==> config.mk <==
export PLATFORM = sky130hd
export DESIGN_NAME = wr_ptr_ctrl_flat
export DESIGN_NICKNAME = d
export VERILOG_FILES = /design/src/rtl/wr_ptr_ctrl_if.sv /design/src/rtl/wr_ptr_ctrl.sv /design/src/flat_wrapper.sv
export SDC_FILE = /design/constraint.sdc
export NUM_CORES = 1
export LEC_CHECK = 0
export ABC_AREA = 1
export ABC_CLOCK_PERIOD_IN_PS = 2400
export BUFFER_PORTS_ARGS = -buffer_cell sky130_fd_sc_hd__buf_2
export CORE_MARGIN = 2
export CORE_UTILIZATION = 53
export CTS_BUF_LIST = sky130_fd_sc_hd__clkbuf_4 sky130_fd_sc_hd__clkbuf_8
export CTS_CLUSTER_DIAMETER = 30
export DETAILED_ROUTE_END_ITERATION = 16
export GPL_TIMING_DRIVEN = 0
export PLACE_DENSITY = 0.81
export SKIP_CTS_REPAIR_TIMING = 1
export SLEW_MARGIN = 10
export SYNTH_ARGS = -nofsm -noshare
export SYNTH_HDL_FRONTEND = slang
export SYNTH_SLANG_ARGS = --single-unit
==> constraint.sdc <==
create_clock -name i_clk -period 2.4 [get_ports i_clk]
set_clock_uncertainty 0.15 [all_clocks]
set_input_delay 0 -clock i_clk [delete_from_list [all_inputs] [get_ports i_clk]]
set_output_delay 0 -clock i_clk [all_outputs]
set_load 0.005 [all_outputs]
==> src/rtl/wr_ptr_ctrl_if.sv <==
// Write-side handshake and storage write port of the FIFO write-pointer controller.
interface wr_ptr_ctrl_if #(
    parameter int ADDR_W = 4
);
    logic              i_wValid;
    logic              o_wReady;
    logic              o_memWe;
    logic [ADDR_W-1:0] o_memAddr;

    // Producer side: raises the request, sees ready and the storage write strobe.
    modport master (
        output i_wValid,
        input  o_wReady,
        input  o_memWe,
        input  o_memAddr
    );

    // Controller side.
    modport slave (
        input  i_wValid,
        output o_wReady,
        output o_memWe,
        output o_memAddr
    );
endinterface

==> src/rtl/wr_ptr_ctrl.sv <==
// Write-domain pointer controller of an asynchronous FIFO.
// Keeps a binary write counter plus its registered Gray copy for the read domain,
// and derives full / almost-full / level from the synchronized Gray read pointer.
// Level and full are pessimistic: the read pointer arrives late, never early.
module wr_ptr_ctrl #(
    parameter int ADDR_W       = 4,
    parameter int AFULL_THRESH = (2 ** ADDR_W) - 2
) (
    input  logic              i_clk,
    input  logic              i_arst,
    wr_ptr_ctrl_if.slave      wif,
    input  logic [ADDR_W:0]   i_rSyncPtr,
    output logic [ADDR_W:0]   o_wPtr,
    output logic              o_full,
    output logic              o_almostFull,
    output logic [ADDR_W:0]   o_level,
    output logic              o_overflow,
    input  logic              i_clrOverflow
);

    localparam logic [ADDR_W:0] AFULL_LVL = (ADDR_W + 1)'(AFULL_THRESH);

    logic [ADDR_W:0] wBin;
    logic [ADDR_W:0] wBinNext;
    logic [ADDR_W:0] wGrayNext;
    logic [ADDR_W:0] rBin;
    logic [ADDR_W:0] rGrayFull;
    logic [ADDR_W:0] levelNext;
    logic            fullNext;
    logic            almostFullNext;
    logic            accept;

    // Handshake and storage write port; ready depends only on the registered full flag.
    always_comb begin
        accept         = wif.i_wValid && !o_full;
        wif.o_wReady   = !o_full;
        wif.o_memWe    = accept;
        wif.o_memAddr  = wBin[ADDR_W-1:0];
    end

    // Gray read pointer to binary: each bit is the XOR of itself and all bits above it.
    always_comb begin
        rBin = '0;
        for (int i = 0; i <= ADDR_W; i++) begin
            rBin[i] = ^(i_rSyncPtr >> i);
        end
    end

    // Next-state pointer arithmetic and flag evaluation.
    always_comb begin
        wBinNext       = wBin + {{ADDR_W{1'b0}}, accept};
        wGrayNext      = wBinNext ^ (wBinNext >> 1);
        // Full when the write pointer is exactly one lap ahead: top two Gray bits inverted.
        rGrayFull      = {~i_rSyncPtr[ADDR_W:ADDR_W-1], i_rSyncPtr[ADDR_W-2:0]};
        fullNext       = (wGrayNext == rGrayFull);
        levelNext      = wBinNext - rBin;
        almostFullNext = (levelNext >= AFULL_LVL);
    end

    // Pointer and status registers; reset discards all pointer state.
    always_ff @(posedge i_clk or posedge i_arst) begin
        if (i_arst) begin
            wBin         <= '0;
            o_wPtr       <= '0;
            o_level      <= '0;
            o_full       <= 1'b0;
            o_almostFull <= 1'b0;
        end else begin
            wBin         <= wBinNext;
            o_wPtr       <= wGrayNext;
            o_level      <= levelNext;
            o_full       <= fullNext;
            o_almostFull <= almostFullNext;
        end
    end

    // Sticky write-while-full error; a new offence beats a clear in the same cycle.
    always_ff @(posedge i_clk or posedge i_arst) begin
        if (i_arst) begin
            o_overflow <= 1'b0;
        end else if (wif.i_wValid && o_full) begin
            o_overflow <= 1'b1;
        end else if (i_clrOverflow) begin
            o_overflow <= 1'b0;
        end
    end

endmodule

==> src/flat_wrapper.sv <==
// flat-port wrapper written by rule: the top's interface ports become plain ports
module wr_ptr_ctrl_flat 
#(
    parameter int ADDR_W       = 4,
    parameter int AFULL_THRESH = (2 ** ADDR_W) - 2
)
  (i_clk, i_arst, i_rSyncPtr, o_wPtr, o_full, o_almostFull, o_level, o_overflow, i_clrOverflow, wif_i_wValid, wif_o_wReady, wif_o_memWe, wif_o_memAddr);
  wr_ptr_ctrl_if #(.ADDR_W(ADDR_W)) wif_i ();
  input  logic i_clk;
  input  logic i_arst;
  input  logic [ADDR_W:0] i_rSyncPtr;
  output logic [ADDR_W:0] o_wPtr;
  output logic o_full;
  output logic o_almostFull;
  output logic [ADDR_W:0] o_level;
  output logic o_overflow;
  input  logic i_clrOverflow;
  input wire logic [$bits(wif_i.i_wValid)-1:0] wif_i_wValid;
  output wire logic [$bits(wif_i.o_wReady)-1:0] wif_o_wReady;
  output wire logic [$bits(wif_i.o_memWe)-1:0] wif_o_memWe;
  output wire logic [$bits(wif_i.o_memAddr)-1:0] wif_o_memAddr;
  assign wif_i.i_wValid = wif_i_wValid;
  assign wif_o_wReady = wif_i.o_wReady;
  assign wif_o_memWe = wif_i.o_memWe;
  assign wif_o_memAddr = wif_i.o_memAddr;
  wr_ptr_ctrl #(.ADDR_W(ADDR_W), .AFULL_THRESH(AFULL_THRESH)) u_core (.i_clk(i_clk), .i_arst(i_arst), .wif(wif_i), .i_rSyncPtr(i_rSyncPtr), .o_wPtr(o_wPtr), .o_full(o_full), .o_almostFull(o_almostFull), .o_level(o_level), .o_overflow(o_overflow), .i_clrOverflow(i_clrOverflow));
endmodule
== Word level (Yosys, flattened, before mapping) ==
Index checks and enable logic that the tools add are counted.

* Register bits: 18
* Bits in latches: 0
* RAM bits: 0
* Memory bits (read-only): 0
* Bits of input ports: 9
* Output and inout bits: 19
* Word-level logic and storage cells: 23
* Memories kept: 0

* Add/sub/neg operators: 2
* Multipliers: 0
* Divide/modulo/power cells: 0
* $lt $le $gt $ge: 1
* Equal/unequal tests: 1
* Shifts and indexed selects: 0
* Mux-type cells: 2
* Bitwise operators: 2
* Reduce and logical (&&, ||, !) cells: 9

{| class="wikitable"
|+ Operator list
! cell !! count
|-
| $reduce_xor A5 Y1 || 5
|-
| $add A5 B1 Y5 || 1
|-
| $eq A5 B5 Y1 || 1
|-
| $ge A5 B4 Y1 const B || 1
|-
| $sub A5 B5 Y5 || 1
|-
| $xor A5 B4 Y5 || 1
|-
| $logic_and A1 B1 Y1 || 2
|-
| $mux W1 || 2
|-
| $not A2 Y2 || 1
|-
| $reduce_bool A2 Y1 || 1
|-
| $logic_not A1 Y1 || 1
|}

== Longest topological paths before layout ==
* Depth in word-level cells: 5
* Mapped depth: 16
* Mapped depth without buffers: 16

== Worst setup path before layout ==
No wires, ideal clock.

* Kind: flip-flop to flip-flop
* Start point: reg u_core.o_full
* End point: reg u_core.o_level[3]
* Data arrival time: 2022 ps
* Data required time: 2131 ps
* Slack: 109 ps
* Cell stages (with the launch flop): 13
* Period minus slack after synthesis: 2291 ps
* Cells stage by stage: dfrtp_1 -> nor2_1 -> ha_1 -> ha_1 -> nand2_1 -> nand2_2 -> inv_2 -> ha_1 -> nand2_1 -> nand2_1 -> a31oi_1 -> nand2_1 -> and2_1

* Word-level cells in the longest chain between the ends: 4

{| class="wikitable"
|+ RTL lines
! what !! line !! source
|-
| start, declared || wr_ptr_ctrl.sv:14 || <nowiki>output logic o_full,</nowiki>
|-
| start signal, assigned || wr_ptr_ctrl.sv:72 || <nowiki>o_full <= fullNext;</nowiki>
|-
| $logic_not A1 Y1 || wr_ptr_ctrl.sv:35 || <nowiki>accept = wif.i_wValid && !o_full;</nowiki>
|-
| $logic_and A1 B1 Y1 || wr_ptr_ctrl.sv:35 ||
|-
| net wif_o_memWe || flat_wrapper.sv:20 || <nowiki>output wire logic [$bits(wif_i.o_memWe)-1:0] wif_o_memWe;</nowiki>
|-
| $add A5 B1 Y5 || wr_ptr_ctrl.sv:51 || <nowiki>wBinNext = wBin + {{ADDR_W{1'b0}}, accept};</nowiki>
|-
| net u_core.wBinNext[2] || wr_ptr_ctrl.sv:24 || <nowiki>logic [ADDR_W:0] wBinNext;</nowiki>
|-
| $sub A5 B5 Y5 || wr_ptr_ctrl.sv:56 || <nowiki>levelNext = wBinNext - rBin;</nowiki>
|-
| net u_core.levelNext[3] || wr_ptr_ctrl.sv:28 || <nowiki>logic [ADDR_W:0] levelNext;</nowiki>
|-
| end signal, assigned || wr_ptr_ctrl.sv:71 || <nowiki>o_level <= levelNext;</nowiki>
|-
| end, declared || wr_ptr_ctrl.sv:16 || <nowiki>output logic [ADDR_W:0] o_level,</nowiki>
|}

The timed path passes the listed nets, and every way through them passes these cells.
A chain may end at the register's enable or synchronous reset.

== Final worst setup path ==
* Start point: reg u_core.o_full
* End point: reg u_core.o_level[3]

* Word-level cells in the longest chain between the ends: 4

{| class="wikitable"
|+ RTL lines
! what !! line
|-
| $logic_not A1 Y1 || wr_ptr_ctrl.sv:35
|-
| $logic_and A1 B1 Y1 || wr_ptr_ctrl.sv:35
|-
| $add A5 B1 Y5 || wr_ptr_ctrl.sv:51
|-
| net u_core.wBinNext[2] || wr_ptr_ctrl.sv:24
|-
| $sub A5 B5 Y5 || wr_ptr_ctrl.sv:56
|-
| net u_core.levelNext[3] || wr_ptr_ctrl.sv:28
|}

The timed path passes the listed nets, and every way through them passes these cells.

==> flow_metrics.env <==
export IMPL_outcome="complete, but fails checks"
export IMPL_violations="hold timing"
export IMPL_grt_busiest_layer="met2"
export IMPL_cp_start_kind="flop"
export IMPL_crit_fanout=5
export IMPL_grt_pass1_vias=737
export IMPL_period_needed_ns=2.248
export IMPL_seq_area_frac_synth_pct=42.50
export IMPL_antenna_found_initial=0
export IMPL_drive_above_1_share_pct=29.45
export IMPL_tightestPinTransition_ns=0.6411
export IMPL_final_common_cell="nand2_1"
export IMPL_die_y_um=47.46
export IMPL_syn_area_um2=1001
export IMPL_io_pins=28
export IMPL_cp_end_kind="flop"
export IMPL_grt_util_met2_pct=33.51
export IMPL_fillers=131
export IMPL_avgSynthCellArea_um2=7.944
export IMPL_startpoint="u_core.o_full$_DFF_PP0_"
export IMPL_setup_viol=0
export IMPL_cp_required_ns=2.44
export IMPL_die_w_um=47.46
export IMPL_viasPerCell=4.824
export IMPL_clk_insertion_delay_late_ns=0.28
export IMPL_fin_nets=179
export IMPL_htreeDepth=1
export IMPL_holdCritPathClass="primary input to flop"
export IMPL_ant_nets=0
export IMPL_core_um2=1745
export IMPL_critical_path_class="flop to flop"
export IMPL_whs_path_depth=6
export IMPL_path_clk_slew_ns=0.09
export IMPL_async_flop_share_pct=100.0
export IMPL_hold_viol=1
export IMPL_cellPowerDensity_nw_per_um2=1352
export IMPL_gp_congestion=0.7983
export IMPL_rows=15
export IMPL_yosysUniqueCellTypes=20
export IMPL_ys_ff_latch=17
export IMPL_portBuffers=27
export IMPL_timing_hold_ws_ns=-0.008781
export IMPL_min_from="i_rSyncPtr[1]"
export IMPL_drt_wl_total_um=2038
export IMPL_r2r_end="u_core.o_level[3]$_DFF_PP0_"
export IMPL_regToRegSetupSlack_ns=0.15
export IMPL_synth_top_cell_area_share_pct=42.50
export IMPL_yosysTopAreaCell="dfrtp_1"
export IMPL_maxSlewHeadroom_pct=57.21
export IMPL_r2r_cells=13
export IMPL_grt_max_degree=18
export IMPL_syn2layout_area_growth_pct=30.37
export IMPL_met1_usage_pct=19.58
export IMPL_drt_iter0_drc=12
export IMPL_clockBufferDepth=2
export IMPL_synthCells=126
export IMPL_cts_root_buf="clkbuf_4"
export IMPL_grt_overflow_total=0
export IMPL_die_area_um2=2252
export IMPL_route_detailed_drc=0
export IMPL_hpwl_um=1495
export IMPL_postSynthNetCount=141
export IMPL_numCtsBuffers=3
export IMPL_dr_pass1_iters=4
export IMPL_tns_ns=0
export IMPL_met3_usage_pct=3.396
export IMPL_timing_final_crit_share_pct=93.67
export IMPL_arrival_ns=2.28
export IMPL_synth_edf_count=0
export IMPL_cts_tree="done"
export IMPL_hold_path_end="u_core.o_full$_DFF_PP0_"
export IMPL_antenna_cells=0
export IMPL_grt_usage_pct=17.83
export IMPL_ys_top_cells_by_area="dfrtp_1 43%, nand2_1 15%, inv_1 7.9%, ha_1 6.3%, nand3_1 5.5%"
export IMPL_drv_cap=0
export IMPL_wl_per_cell_um=10.84
export IMPL_vias=907
export IMPL_cts_sinks=17
export IMPL_timing_fmax_ghz=0.4448
export IMPL_yosys_warnings=0
export IMPL_synth_ff_type="dfrtp_1"
export IMPL_grt_pass1_wl_um=2766
export IMPL_r2r_start="u_core.o_full$_DFF_PP0_"
export IMPL_ir_drop_mv=0.8571
export IMPL_layout_common_cells="40 x nand2_1, 27 x buf_2, 21 x inv_1"
export IMPL_timing_final_max_slew_violations=0
export IMPL_p_leak_nw=0.7219
export IMPL_initial_core_util_pct=57.35
## cell families (layout without fill, tap and decap cells)
kind of cell	after synthesis	in the layout	synth area share, %
AND/OR/NAND/NOR	70	70	31.12
buffers and inverters	25	62	10.13
flip-flops	17	17	42.50
adder cells (fa/ha/maj)	6	6	8.250
XOR/XNOR	5	5	5.875
AO/OA/AOI/OAI	3	3	2.126
## routing by layer
layer  vias up  share of wire [%]
met5         -                  0
met4         0                1.8
met3         7                4.5
met2        31                 50
met1       409                 44
li1        460                  -
## cell usage after synthesis (all sizes together), types with 2 or more instances
cell type / instances
nand2: 45
xnor2: 3
nand3b: 3
xor2: 2
ha: 5
nand3: 11
nand4: 3
inv: 24
nor2: 6
dfrtp: 17
## report_power, final
group	switching [mW]	internal, mW	total [mW]
sequential	0.0685	0.430	0.498
combinational	0.629	0.476	1.11
clock	0.0861	0.0759	0.162
total	0.784	0.981	1.77
## cell type report
cell class,instances,area (µm²),area share [%]
Sequential cell,17,425.4,32.60
Multi-Input combinational cell,84,521.8,39.98
Tap cell,25,31.28,2.397
Timing Repair Buffer,33,195.2,14.96
Inverter,24,90.09,6.903
Buffer,1,11.26,0.8629
Clock buffer,4,30.03,2.301
## flip-flops by register name, summed over array words and instances (netlist names)
| name | cells |
|---|---|
| u_core.o_level | 5 |
| u_core.o_wPtr | 5 |
| u_core.wBin | 4 |
| u_core.o_almostFull | 1 |
| u_core.o_full | 1 |
| u_core.o_overflow | 1 |
## critical path, stage by stage, from the launching register on
cell and delay [ns]:
dfrtp_1 0.42, nor2_4 0.14, ha_4 0.17, ha_4 0.15, inv_1 0.06, nand2_2 0.09, nand2_2 0.07, inv_2 0.09
ha_4 0.22, nand2_1 0.07, nand2_1 0.05, a31oi_1 0.19, nand2_1 0.11, and2_1 0.16
## how the worst max path moves through the flow
stage                                          to  slack [ns]  cells past startpoint
finish                u_core.o_level[3]$_DFF_PP0_        0.15                     13
global placement      u_core.o_level[3]$_DFF_PP0_       -0.04                     12
detailed placement    u_core.o_level[3]$_DFF_PP0_       -0.13                     12
CTS                   u_core.o_level[3]$_DFF_PP0_       -0.16                     12
global route        u_core.o_almostFull$_DFF_PP0_      -0.004                     14
floorplan             u_core.o_level[3]$_DFF_PP0_        0.11                     12
## through the flow
step | setup slack, ns | instances | total power, mW | instance area (µm²) | utilization [%]
finish | 0.1520 | 188 | 1.765 | 1305 | 74.77
global route | -0.004258 | 188 | 1.954 | 1305 | 74.77
CTS | -0.1601 | 182 | 1.662 | 1197 | 68.60
detailed placement | -0.1295 | 178 | 1.507 | 1167 | 66.88
global placement | -0.03869 | 178 | 1.457 | 1167 | 66.88
floorplan | 0.1086 | 126 | 1.213 | 1001 | -
Power figures use the tool's default switching activity.
